File: src/rtl/regfile_pkg.sv
// Shared register-file types: bulk-clear FSM states and default geometry.
package regfile_pkg;

    localparam int XLEN_DEF  = 32;
    localparam int NREGS_DEF = 16;

    typedef enum logic {
        IDLE  = 1'b0,
        CLEAR = 1'b1
    } clr_state_t;

endpackage

File: src/rtl/reg_scoreboard.sv
// Purpose: per-register pending bits and operand hazard (stall) detection.
// Latency: set/clear take effect on the next edge; hazard is combinational.
// Backpressure: hazard is the stall request; forced high while busy.
import regfile_pkg::*;

module reg_scoreboard #(
    parameter int NREGS  = NREGS_DEF,
    parameter int BYPASS = 1,
    localparam int AW    = $clog2(NREGS)
) (
    input  logic          clk,
    input  logic          rst,
    input  logic          flush,
    input  logic          set_vld,
    input  logic [AW-1:0] set_idx,
    input  logic          clr_vld,
    input  logic [AW-1:0] clr_idx,
    input  logic [AW-1:0] raddr1,
    input  logic [AW-1:0] raddr2,
    input  logic          busy,
    output logic          hazard
);

    localparam logic [AW-1:0] PC_IDX = AW'(NREGS - 1);

    logic [NREGS-1:0] pend_q;
    logic [NREGS-1:0] pend_d;
    logic             haz1;
    logic             haz2;

    // Set is applied after clear so a coinciding issue keeps the bit pending.
    always_comb begin
        pend_d = pend_q;
        if (clr_vld) pend_d[clr_idx] = 1'b0;
        if (set_vld) pend_d[set_idx] = 1'b1;
    end

    always_ff @(posedge clk or posedge rst) begin
        if (rst)        pend_q <= '0;
        else if (flush) pend_q <= '0;
        else            pend_q <= pend_d;
    end

    // Without bypass the forwarded value is not visible, so the clear cannot hide the hazard.
    always_comb begin
        haz1 = (raddr1 != PC_IDX) && pend_q[raddr1] &&
               !((BYPASS != 0) && clr_vld && (clr_idx == raddr1));
        haz2 = (raddr2 != PC_IDX) && pend_q[raddr2] &&
               !((BYPASS != 0) && clr_vld && (clr_idx == raddr2));
        hazard = busy | haz1 | haz2;
    end

endmodule

File: src/rtl/reg_file_sb.sv
// Purpose: 2R/1W register file with PC read alias, write bypass, scoreboard and bulk clear.
// Latency: reads combinational; writes land on the next edge; bulk clear takes NREGS-1 cycles.
// Backpressure: hazard requests a stall; writes/issues/clear requests are ignored while clr_busy.
import regfile_pkg::*;

module reg_file_sb #(
    parameter int XLEN   = XLEN_DEF,
    parameter int NREGS  = NREGS_DEF,
    parameter int BYPASS = 1,
    localparam int AW    = $clog2(NREGS)
) (
    input  logic            clk,
    input  logic            rst,
    input  logic            we,
    input  logic [AW-1:0]   waddr,
    input  logic [XLEN-1:0] wdata,
    input  logic [AW-1:0]   raddr1,
    input  logic [AW-1:0]   raddr2,
    input  logic [XLEN-1:0] pc_plus,
    output logic [XLEN-1:0] rdata1,
    output logic [XLEN-1:0] rdata2,
    input  logic            iss_valid,
    input  logic [AW-1:0]   iss_rd,
    output logic            hazard,
    input  logic            clr_req,
    output logic            clr_busy
);

    localparam logic [AW-1:0] PC_IDX   = AW'(NREGS - 1);
    localparam logic [AW-1:0] LAST_IDX = AW'(NREGS - 2);

    logic [XLEN-1:0] regs [NREGS-1];
    clr_state_t      state_q;
    clr_state_t      state_d;
    logic [AW-1:0]   cnt_q;
    logic            idle;
    logic            wr_acc;
    logic            iss_acc;

    assign idle     = (state_q == IDLE);
    assign clr_busy = (state_q == CLEAR);
    // rst gates wr_acc so the bypass path cannot leak wdata while reset holds.
    assign wr_acc   = we && !rst && idle && (waddr != PC_IDX);
    assign iss_acc  = iss_valid && idle && !clr_req && (iss_rd != PC_IDX);

    always_comb begin
        state_d = state_q;
        case (state_q)
            IDLE:    if (clr_req) state_d = CLEAR;
            CLEAR:   if (cnt_q == LAST_IDX) state_d = IDLE;
            default: state_d = IDLE;
        endcase
    end

    always_ff @(posedge clk or posedge rst) begin
        if (rst) begin
            state_q <= IDLE;
            cnt_q   <= '0;
            for (int i = 0; i < NREGS - 1; i++) regs[i] <= '0;
        end else begin
            state_q <= state_d;
            if (idle) begin
                cnt_q <= '0;
                if (wr_acc) regs[waddr] <= wdata;
            end else begin
                regs[cnt_q] <= '0;
                cnt_q       <= (cnt_q == LAST_IDX) ? '0 : cnt_q + 1'b1;
            end
        end
    end

    function automatic logic [XLEN-1:0] rd_port(input logic [AW-1:0] a);
        if (a == PC_IDX) return pc_plus;
        if ((BYPASS != 0) && wr_acc && (waddr == a)) return wdata;
        return regs[a];
    endfunction

    assign rdata1 = rd_port(raddr1);
    assign rdata2 = rd_port(raddr2);

    reg_scoreboard #(
        .NREGS  (NREGS),
        .BYPASS (BYPASS)
    ) u_sb (
        .clk     (clk),
        .rst     (rst),
        .flush   (idle && clr_req),
        .set_vld (iss_acc),
        .set_idx (iss_rd),
        .clr_vld (wr_acc),
        .clr_idx (waddr),
        .raddr1  (raddr1),
        .raddr2  (raddr2),
        .busy    (clr_busy),
        .hazard  (hazard)
    );

endmodule

File: config.mk
export PLATFORM = sky130hd
export DESIGN_NAME = reg_file_sb
export DESIGN_NICKNAME = d
export VERILOG_FILES = /design/src/rtl/regfile_pkg.sv /design/src/rtl/reg_scoreboard.sv /design/src/rtl/reg_file_sb.sv
export SDC_FILE = /design/constraint.sdc
export NUM_CORES = 1
export LEC_CHECK = 0
export CAP_MARGIN = 20
export CORE_MARGIN = 1.5
export CORE_UTILIZATION = 35
export DETAILED_ROUTE_END_ITERATION = 16
export HOLD_SLACK_MARGIN = 0.03
export SLEW_MARGIN = 10
export SYNTH_ARGS = -nofsm -noshare
export SYNTH_HDL_FRONTEND = slang
export SYNTH_SLANG_ARGS = --single-unit
File: constraint.sdc
create_clock -name clk -period 23.6 [get_ports clk]
set_input_delay 3.54 -clock clk [delete_from_list [all_inputs] [get_ports clk]]
set_output_delay 3.54 -clock clk [all_outputs]
set_load 0.02 [all_outputs]
---- After elaboration in Yosys (flattened, before gate mapping) ----
Cells that the tools add are included.
storage, ports and cells
  flip-flop bits (word level) ............. 501
  output and inout bits ................... 66
  input port bits ......................... 85
operators by class
  equal/unequal tests ..................... 9
  mux-type cells .......................... 43
  $lt $le $gt $ge ......................... 12
  add/sub/neg operators ................... 1
  bitwise operators ....................... 12
  reduce and logical (&&, ||, !) cells .... 22
operators by type and width
  operator                                                                number
  480-bit two-way mux                                                     2
  480-bit bitwise AND                                                     1
  480-bit bitwise mux                                                     1
  480-bit NOT                                                             1
  32-bit two-way mux                                                      14
  32-bit binary-select mux with 4-bit select                              2
  32-bit demux with 4-bit select                                          2
  16-bit two-way mux                                                      3
  5-bit >= comparator (second input constant)                             4
  4-bit by 5-bit < comparator with 1-bit output (second input constant)   4
  4-bit NOT with 5-bit output                                             4
  1-bit logical AND                                                       17
  16-bit bitwise AND                                                      1
  4-bit != test (second input constant)                                   4
  16-bit NOT                                                              1
  16-bit OR                                                               1
  4-bit equality test (second input constant)                             3
  1-bit two-way mux                                                       12
  5-bit by 1-bit < comparator with 1-bit output (second input constant)   2
  1-bit binary-select mux with 4-bit select                               2
  1-bit demux with 4-bit select                                           2
  4-bit equality test                                                     2
  4-bit by 1-bit >= comparator with 1-bit output (second input constant)  2
  4-bit two-way mux                                                       2
  6 further kinds                                                         10

---- Depth between registers and ports, before layout ----
Gate-level depths: netlist (run 1).
  depth after elaboration ................. 10
  mapped depth ............................ 9
  gate-level depth less buffers ........... 5

---- Hierarchy ----
From an unflattened synthesis (run 1), not the netlist that was laid out.
unflattened totals
  cell total of the unflattened synthesis .. 2252
  area, all modules ....................... 27590.2 µm²
modules (own cells, without submodules)
  module          cells each  area an instance (µm²)  sequential area each (µm²)  instances
  reg_file_sb     2115        26399.1                 12136.6                     1
  reg_scoreboard  137         1191.1                  400.4                       1

---- Least setup slack after synthesis (run 1) ----
No wires, ideal clock.
  kind .................................... input-to-output
  start point ............................. input port raddr1[1]
  end point ............................... output port rdata1[10]
  slack ................................... 14.871 ns
  arrival ................................. 5.189 ns
  stages on the path ...................... 7
  data required time ...................... 20.060 ns
  buffers on the path ..................... 4
  cell sequence ........................... buf_4 buf_4 buf_4 clkbuf_1 mux4_2 a211oi_1 o21ai_0
on the way
  longest elaborated chain between the ends .. 6
  elaborated cells between the ends (all ways) .. 13
  those cells by class .................... eq/ne (2); mux (9); bitwise (1); reduce/logical (1)
ends and longest elaborated chain
  element                                                                                            line                                  text
  start, declared                                                                                    reg_file_sb.sv:17                     input logic [AW-1:0] raddr1,
  4-bit NOT with 5-bit output (not written as such) / 4-bit equality test (equally long branches)    reg_file_sb.sv:75, reg_file_sb.sv:74
  32-bit binary-select mux with 4-bit select / 1-bit logical AND (equally long branches)             reg_file_sb.sv:75, reg_file_sb.sv:74
  32-bit two-way mux (not written as such) / 1-bit two-way mux (equally long branches) (2 in a row)  reg_file_sb.sv:75, reg_file_sb.sv:74
  32-bit two-way mux                                                                                 reg_file_sb.sv:75                     return regs[a];
  32-bit two-way mux (*)                                                                             reg_file_sb.sv:74                     if ((BYPASS != 0) && wr_acc && (waddr == a)) return wdata;
  end, declared                                                                                      reg_file_sb.sv:20                     output logic [XLEN-1:0] rdata1,
Mark *: on every way between the ends. The rest lies on a longest branch, timed or not. The select of a mux whose other input is x is not followed.

---- Worst setup path in the final report (run 1) ----
  start point ............................. input port raddr1[0]
  end point ............................... output port rdata1[16]
The elaborated chain is that of the path after synthesis.

==> out/metrics.cfg, run 1 <==
[floorplanning]
die_h_um=282.1
io_pins=151
die_x_um=282.1
start_util_pct=35.31
core_area_mm2=0.07721
dieArea_mm2=0.07957
rows=102

[power_and_ir_drop]
p_switching_mw=0.7127
pwr-share-clk_pct=37.4
power_mw=2.265
p_sw_share_pct=31.46
pwr-share-seq_pct=42.3
leakage_nw=13.53
p_int_mw=1.553
peakVddDrop_uv=54.53
comb_power_share_pct=20.3
power_density_mw_per_mm2=72.22

[sta]
post-route-min-period_ns=11.01
period_share_pct=46.66
drv_slew=0
finalSetupTns_ns=0
finalSetupViolCount=0
holdWs_ns=0.5129
tightest_slew_ns=1.066
fmax_ghz=0.09081
final.setup.worst_slack_ns=12.59
relSlewSlack_pct=28.93
fin_skew_ns=0.01953
hold_viol_final=0
rsz0062_at_grt=false

[clocking]
h-tree-depth=2
cts_resized=0
cts_buffers=53
hold_buffers=0
cts_buffer_depth=3
clkLatencyLatePin_ns=0.62
cts.clk_slew.worst_paths_ns=0.06
post_cts_buffers=0
cts_root_buffer=clkbuf_16
cts_tree=done
cts.sink_count=501

[global_route]
grt-ovfl-total=0
grtUsageTotal_pct=26.16
antenna_found_initial=3
first_global_vias=22760
grt_pass1_wl_mm=154.6
grt_start_max_net_pins=166

[synthesis]
ys_ff_latch=501
synth_edf_count=0
synth_nets=2298
yosys_warnings=0
netlist.area_leader.share_pct=45.99
async_flop_share_pct=100.0
synth.avg_cell_area_um2=12.32
synth_cell_types=48
synth-adder-area-share_pct=0
synth_cells=2213
synth_compound_area_share_pct=23.85
synth_area_mm2=0.02726
synth_top_family_by_area=compound AO/OA/AOI/OAI gates
synth_top_cells_by_area=dfrtp_1 (46%), a22o_1 (16%), mux4_2 (13%), mux2i_1 (6.6%), a22oi_1 (2.1%)
yosysSeqAreaShare_pct=45.99
synthXorXnorAreaFrac_pct=0.2570
ys.flop_type=dfrtp_1
yosys.area_share.simple_pct=5.237
synthMuxAreaShare_pct=19.79
yosysTopAreaCell=dfrtp_1

[setup_path]
crit_buf_inv=5
critPathRequiredTime_ns=20.06
slowest_stage=buf_4
path_class=input pin to output pin
cp.arrival_ns=7.47
worst_setup_path_start_kind=input pin
cpMostUsedCell=buf_4
crit_path_cell_trace=buf_6, buf_4, buf_4, nor3b_1, buf_4, a22oi_1, o21ai_0, nor4_1, a221o_1, clkdlybuf4s50_1
worst-path-max-fanout=37
crit_family=buffers and inverters
critPathCaptureType=output pin
cp_slowest_stage_delay_ns=0.66
ff2ff_setup_slack_ns=20.37

[flow_run]
drv_cap=0

[drt]
vias_per_cell=6.794
routed_wirelength_mm=104.4
initialDrtViolationCount=2874
postRouteAntennaNets=0
drc=0
firstDrtPassIters=5
num_vias=22190
avgRoutedWirePerCell_um=31.95

[cells_and_area]
nets=2273
n_fill_cell=7181
post-route-util_pct=40.63
drive_above_1_share_pct=17.40
area_growth_pct=15.07

[worst_hold_path]
hold_path.class=flip-flop to flip-flop

[placed_design]
preCtsSetupSlack_ns=12.56
gp_congestion=0.8230
port_buffers=150
dp_hpwl_mm=57.47

[outcome]
status=finished, final reports clean

[state kept, by name (all words and copies together), names as in the netlist]
name	flops
regs	480
cnt_q	4
u_sb.pend_q	16
clr_busy	1
[logic make-up (layout without fill, tap and decap cells)]
| logic type | Yosys count | after routing |
|---|---|---|
| multiplexers | 339 | 339 |
| AO/OA/AOI/OAI | 811 | 811 |
| buffers and inverters | 298 | 309 |
| other | 0 | 2 |
| flip-flops | 501 | 501 |
| XOR/XNOR | 8 | 8 |
| AND/OR/NAND/NOR | 256 | 256 |
[layer usage]
metal	GRT usage (%)	routed length [µm]	vias to the layer above
li1	-	-	8744
met2	40.87	47990	1511
met3	6.393	11310	247
met4	8.823	3109	4
met5	0	29	-
met1	35.54	41920	11680
[cell usage after synthesis (36+ instances only)]
master	number
clkbuf_1	145
nor2_1	49
buf_1	38
a22o_1	493
mux2i_1	179
a21oi_1	44
dfrtp_1	501
mux4_2	160
nand2_1	46
nand3_1	41
buf_2	90
a22oi_1	78
a31oi_1	36
[worst reg2reg max path: stages (launching register included)]
cell and delay (ns):
dfrtp_1 0.40, buf_4 0.21, or3b_1 0.66, nor4_4 0.29, buf_4 0.63, a21oi_4 0.32, buf_4 0.37, a22o_1 0.25
[cell usage in the layout, fill, tap and decap left out, drive strengths merged, types with 2 or more instances in the layout]
cell type	n
dfrtp	501
clkbuf	82
a2bb2oi	12
and3	18
o21ai	29
and2	3
diode	2
a22o	493
nand2b	5
o211ai	32
nor2b	27
nor3	9
a22oi	78
mux4	160
a31oi	36
a21oi	44
or3b	2
a211oi	13
clkinv	6
xnor2	2
nor3b	3
nand3	41
clkdlybuf4s50	144
bufinv	2
o2bb2ai	15
or2	33
nor4	14
nand2	46
nor2	49
inv	6
nand4	2
xor2	6
o22ai	32
a221o	5
mux2i	179
a21o	6
buf	68
a211o	14
[path summary, 6_finish.rpt]
kind,start,end,depth (start not counted)
setup / recovery,raddr1[0],rdata1[16],10
hold reg to reg,regs[274]$_DFFE_PP0P_,regs[274]$_DFFE_PP0P_,1
max in group asynchronous,rst,regs[300]$_DFFE_PP0P_,3
setup reg to reg,clr_busy$_DFF_PP0_,regs[462]$_DFFE_PP0P_,7
min in group asynchronous,rst,u_sb.pend_q[9]$_DFF_PP0_,2
hold / removal,regs[274]$_DFFE_PP0P_,regs[274]$_DFFE_PP0P_,1
[metrics by stage]
stage | cells | area (µm²)
final | 3266 | 31370
after floorplan | 2213 | 27260
after global placement | 3167 | 29490
after global routing | 3264 | 31360
after CTS | 3259 | 31230
after detailed placement | 3168 | 29510
[power by group through the flow]
stage          Clock (mW)  Sequential (mW)  Combinational, mW
6_report            0.848            0.958              0.459
5_1_grt             0.894            0.963              0.479
4_1_cts             0.857            0.955              0.450
3_5_place_dp            0            0.969              0.448
3_3_place_gp            0            0.966              0.440
2_1_floorplan           0            0.954              0.266
[cell type report]
type | count | area [µm²] | area share (%)
antenna | 2 | 5.005 | 0.01596
clock buffer | 81 | 1614 | 5.146
clock inverter | 10 | 110.1 | 0.3510
inverter | 5 | 28.78 | 0.09174
multi-input combinational | 1414 | 13680 | 43.61
sequential | 501 | 12540 | 39.97
tap | 1040 | 1301 | 4.148
timing repair buffer | 213 | 2092 | 6.669
Power figures use the tool's default switching activity.
==> run 2: changes to the inputs <==
- clock period: 23.6 -> 8.82 ns (I/O delays scaled with it)
==> out/metrics.cfg, run 2 (synthesized netlist as in run 1, its figures left out) <==
[outcome]
status=finished, final reports clean

[cells_and_area]
area_growth_pct=15.89
final_cell_mix=dfrtp_1 (501), a22o_1 (493), mux2i_1 (179), mux4_2 (160), clkdlybuf4s50_1 (144)
drive_above_1_share_pct=18.07
stdcell_area_mm2=0.03159
largest_reg_flops=480
regMostFlops=regs
mostFrequentLayoutCell=dfrtp_1
nets=2276
post-route-util_pct=40.92
top_regs=regs (480), u_sb.pend_q (16), cnt_q (4)

[power_and_ir_drop]
comb_power_share_pct=19.3
p_sw_share_pct=31.05
leakage_nw=13.63
peakVddDrop_uv=137.5
p_switching_mw=1.955
p_int_mw=4.341
pwr-share-seq_pct=40.8
pwr-share-clk_pct=39.9
power_density_mw_per_mm2=199.3

[sta]
rsz0062_at_grt=false
finalSetupViolCount=0
period_share_pct=76.32
relSlewSlack_pct=20.19
fin_skew_ns=0.02757
hold_viol_final=0
finalSetupTns_ns=0
tightest_slew_ns=1.192
drv_slew=0
post-route-min-period_ns=6.731
fmax_ghz=0.1486

[global_route]
grt_pass1_wl_mm=153.7
grt-ovfl-total=0
antenna_found_initial=7
first_global_vias=22730
grt_start_max_net_pins=198
grtUsageTotal_pct=25.95

[drt]
firstDrtPassIters=6
drc=0
initialDrtViolationCount=2696
postRouteAntennaNets=0
avgRoutedWirePerCell_um=31.61
routed_wirelength_mm=103.6
num_vias=22090
vias_per_cell=6.737

[floorplanning]
rows=102
io_pins=151
core_area_mm2=0.07721
dieArea_mm2=0.07957
die_x_um=282.1
start_util_pct=35.31
die_h_um=282.1

[setup_path]
cp_slowest_stage_delay_ns=0.89
critPathRequiredTime_ns=7.50
crit_buf_inv=5
critPathCaptureType=output pin
cp.arrival_ns=5.41
worst-path-max-fanout=18
crit_path_cell_trace=clkdlybuf4s50_1, buf_4, and2_1, buf_4, nand3_1, buf_4, and3_1, a211o_1, clkdlybuf4s50_1
path_class=input pin to output pin
worst_setup_path_start_kind=input pin
crit_family=buffers and inverters
slowest_stage=nand3_1
cpMostUsedCell=buf_4

[worst_hold_path]
hold_path.class=flip-flop to flip-flop

[clocking]
h-tree-depth=2
cts_resized=0
cts_tree=done
cts_root_buffer=clkbuf_16
cts.clk_slew.worst_paths_ns=0.06
cts_buffers=55
cts.sink_count=501
post_cts_buffers=0
cts_buffer_depth=3
hold_buffers=0
clkLatencyLatePin_ns=0.63

[placed_design]
port_buffers=150
dp_hpwl_mm=58.20
gp_congestion=0.8357
postPlaceCellArea_mm2=0.02953

[flow_run]
drv_cap=0

## run 2: cell count changes in the layout (fill, tap and decap cells not counted)
cell,before,now
clkinv_2,5,10
inv_6,1,0
buf_16,4,2
buf_4,57,59
clkinv_8,0,3
bufinv_16,2,8
clkinvlp_4,1,6
buf_12,3,4
inv_8,1,0
clkbuf_1,12,6
nand3_2,1,0
nand3_1,40,41
## run 2: metrics by stage
| stage | total power [mW] | hold slack [ns] | std cells | setup WS, ns |
|---|---|---|---|---|
| floorplan | 3.266 | 0.4758 | 2213 | 0.6985 |
| global placement | 3.755 | 0.4939 | 3171 | 2.299 |
| detailed placement | 3.786 | 0.4965 | 3171 | 2.253 |
| CTS | 6.296 | 0.5188 | 3273 | 2.251 |
| global route | 6.486 | 0.5318 | 3277 | 2.049 |
| finish | 6.296 | 0.5158 | 3278 | 2.089 |
## run 2: worst paths after layout
path,slack (ns),start,endpoint,cells after the start
max in group asynchronous,5.79,rst,regs[427]$_DFFE_PP0P_,4
max reg2reg,5.54,clr_busy$_DFF_PP0_,regs[473]$_DFFE_PP0P_,6
min reg2reg,0.52,regs[387]$_DFFE_PP0P_,regs[387]$_DFFE_PP0P_,1
max,2.09,raddr1[2],rdata1[29],9
min in group asynchronous,1.36,rst,regs[414]$_DFFE_PP0P_,3
min,0.52,regs[387]$_DFFE_PP0P_,regs[387]$_DFFE_PP0P_,1
## run 2: cell type report
type	instances	area, µm²
antenna	2	5.005
inverter	5	25.02
multi-input combinational	1414	13670
tap	1040	1301
fill	7116	45620
clock buffer	75	1592
sequential	501	12540
clock inverter	27	385.4
timing repair buffer	214	2072
## run 2: power groups by stage
stage	logic, mW	clock network (mW)	registers (mW)
CTS	1.19	2.54	2.56
global placement	1.17	0	2.59
floorplan	0.713	0	2.55
detailed placement	1.19	0	2.60
finish	1.22	2.51	2.57
global route	1.27	2.64	2.58
## run 2: per-layer routing
layer / track usage (%) / wire length (µm)
met1: 34.57 / 41360
met2: 39.83 / 47420
met3: 7.359 / 11090
met4: 10.39 / 3657
met5: 0 / 94
## run 2: worst register-to-register path, cell delays in order (launching register included)
cell and delay (ns):
dfrtp_1 0.61, or3b_1 0.74, nor4_4 0.31, buf_4 0.62, a21oi_4 0.23, buf_4 0.39, a22o_1 0.27
==> RTL change, RTL diff (settings of run 2) <==
Reset style: synchronous (`rst`), changed in 2 clocked blocks.
--- a/src/rtl/reg_scoreboard.sv
+++ b/src/rtl/reg_scoreboard.sv
@@ -35,7 +35,7 @@
         if (set_vld) pend_d[set_idx] = 1'b1;
     end
 
-    always_ff @(posedge clk or posedge rst) begin
+    always_ff @(posedge clk) begin
         if (rst)        pend_q <= '0;
         else if (flush) pend_q <= '0;
         else            pend_q <= pend_d;
--- a/src/rtl/reg_file_sb.sv
+++ b/src/rtl/reg_file_sb.sv
@@ -52,7 +52,7 @@
         endcase
     end
 
-    always_ff @(posedge clk or posedge rst) begin
+    always_ff @(posedge clk) begin
         if (rst) begin
             state_q <= IDLE;
             cnt_q   <= '0;
Behaviour: not the same (a bounded check fails within 4 cycles, from zero or initial values and one cycle with rst high; the reset may be asserted at any time).
==> RTL change against run 2 <==
Clock skew shrank 0.016 ns. Sequential cell count grew 32. Total power shrank 4.4%. Register-to-register slack lost 1.2 ns. Worst hold slack lost 0.046 ns. Area after synthesis grew 1.8%. Highest routed layer is now met4. Critical path depth shrank 1. Routed wire length shrank 9.5%. Cell area grew 1.2%. First-iteration DRC count shrank 11%. Largest power group unchanged. Worst setup slack gained 0.18 ns. Largest cell class is now sequential cells. Critical path type unchanged. Non-clock buffer count shrank 13.
==> RTL change: results (changes against run 2) <==
Synth
  • Synth Area in Compound Gates: 8.09% (-16 points)
  • EDFF count, synth: 512 (+512)
  • Top cells by area, synth: edfxtp_1 55%, mux4_2 21%, nor2_1 6.7%
  • Async SR Flop Fraction: 0% (-100 points)
  • Post-Synth Adder-Cell Area: 0.0902% (+0.090 points)
  • Post-synthesis mux area share: 21.5% (+1.7 points)
  • Post-synth top area share: 55.4% (+9.4 points)
  • Syn_nets: 2101 (-8.6%)
  • Xor/xnor share of the synthesized area: 0.252% (-0.0046 points)
  • Sequential fraction of the synthesis area: 56.9% (+11 points)
  • Post-Synthesis Cells: 2014 (-9.0%)
  • Top cells by count, synth: 512 x edfxtp_1, 496 x nor2_1, 262 x mux4_2

Placement
  • GPL Wtd Cong: 0.813 (-2.7%)
  • Dpl hpwl: 52.5 mm (-9.8%)
  • Cell Area, Placed: 30300 um2 (+2.5%)
  • Cell count after placement: 3060 (-3.5%)

Worst hold path
  • Hold EP: u_sb.pend_q[15]$_SDFF_PP0_
  • Cells on Worst Hold Path: 2 (+1)
  • Hold path start: u_sb.pend_q[15]$_SDFF_PP0_

Finish
  • Layout cells sized above 1: 20.8% (+2.7 points)
  • Seq Cell Count: 533 (+6.4%)
  • Design Area, Final: 32000 um2 (+1.2%)
  • Multi-input logic area: 11100 um2 (-19%)
  • FF/Latch Area: 15800 um2 (+26%)
  • Final nets: 2153 (-5.4%)
  • Fin cells: 3159 (-3.6%)
  • Filler cell count: 7220 (+1.5%)
  • Bufs w/o clock: 201 (-6.1%)
  • Antenna Cells: 0 (-2)
  • Inverters: 38 (+33)
  • Clock buffer count: 68 (-9.3%)

Critical path
  • Worst path arrival time: 5.23 ns (-0.18 ns)
  • Worst Setup SP: raddr2[3]
  • Crit Reg-Reg Endpoint: regs[4][21]$_SDFFCE_PN0P_
  • Critical path peak fanout: 33 (+15)
  • RR Startpoint: clr_busy$_SDFF_PP0_
  • Worst Setup EP: hazard
  • Worst R2R Setup Slack: 4.35 ns (-1.19 ns)
  • Register-to-Register Path Depth: 7 (+1)

Detailed routing
  • Metal3 WL: 9.11 mm (-18%)
  • DRT iter0 DRCs: 2391 (-11%)
  • Uppermost routed layer: met4
  • Via-per-instance ratio: 6.08 (-9.8%)
  • Wire length on met1: 35.9 mm (-13%)

Timing
  • Setup slack after layout: 2.27 ns (+0.178 ns)
  • Hold Slack: 0.470 ns (-0.0457 ns)
  • Relative slew slack: 24.0% (+3.8 points)

Global routing
  • Initial antenna violation count: 0 (-7)
  • Largest net degree at the start of global routing: 85 (-57%)
  • Vias in the first global route: 19312 (-15%)
  • Tot GR Track Use: 22.9% (-3.1 points)

CTS
  • CTS Buf Count: 53 (-3.6%)
  • Later-pin clock latency in the skew report: 0.60 ns (-0.03 ns)

Power
  • Peak VDD IR: 139 uV (+1.0%)
  • Internal power: 4500 uW (+3.8%)

Run status
  • Status: completed
==> RTL change: cell types whose count changed after synthesis, moves of 51 or more <==
cell      delta
a22o_1     -460
a22oi_1     +51
buf_2       -55
dfrtp_1    -501
edfxtp_1   +512
mux2i_1    -173
mux4_2     +102
nor2_1     +447
==> RTL change: power groups by stage <==
stage               clock network [uW]  logic (uW)  registers [uW]
global route                      2360         891            2930
floorplan                            0         514            2960
detailed placement                   0         845            2970
CTS                               2270         848            2920
finish                            2250         849            2920
global placement                     0         837            2960
==> RTL change: critical path: stages <==
cell             delay (ns)
clkdlybuf4s50_1        0.80
and2_2                 0.24
buf_4                  0.54
and3_2                 0.90
nor2_4                 0.17
buf_4                  0.36
a22o_1                 0.28
clkdlybuf4s50_1        0.54
==> RTL change: metal layers <==
metal	vias to the layer above	global-route usage [%]
li1	7865	-
met1	10044	30.4
met2	1118	38.2
met3	172	4.17
met4	0	6.97
met5	-	0
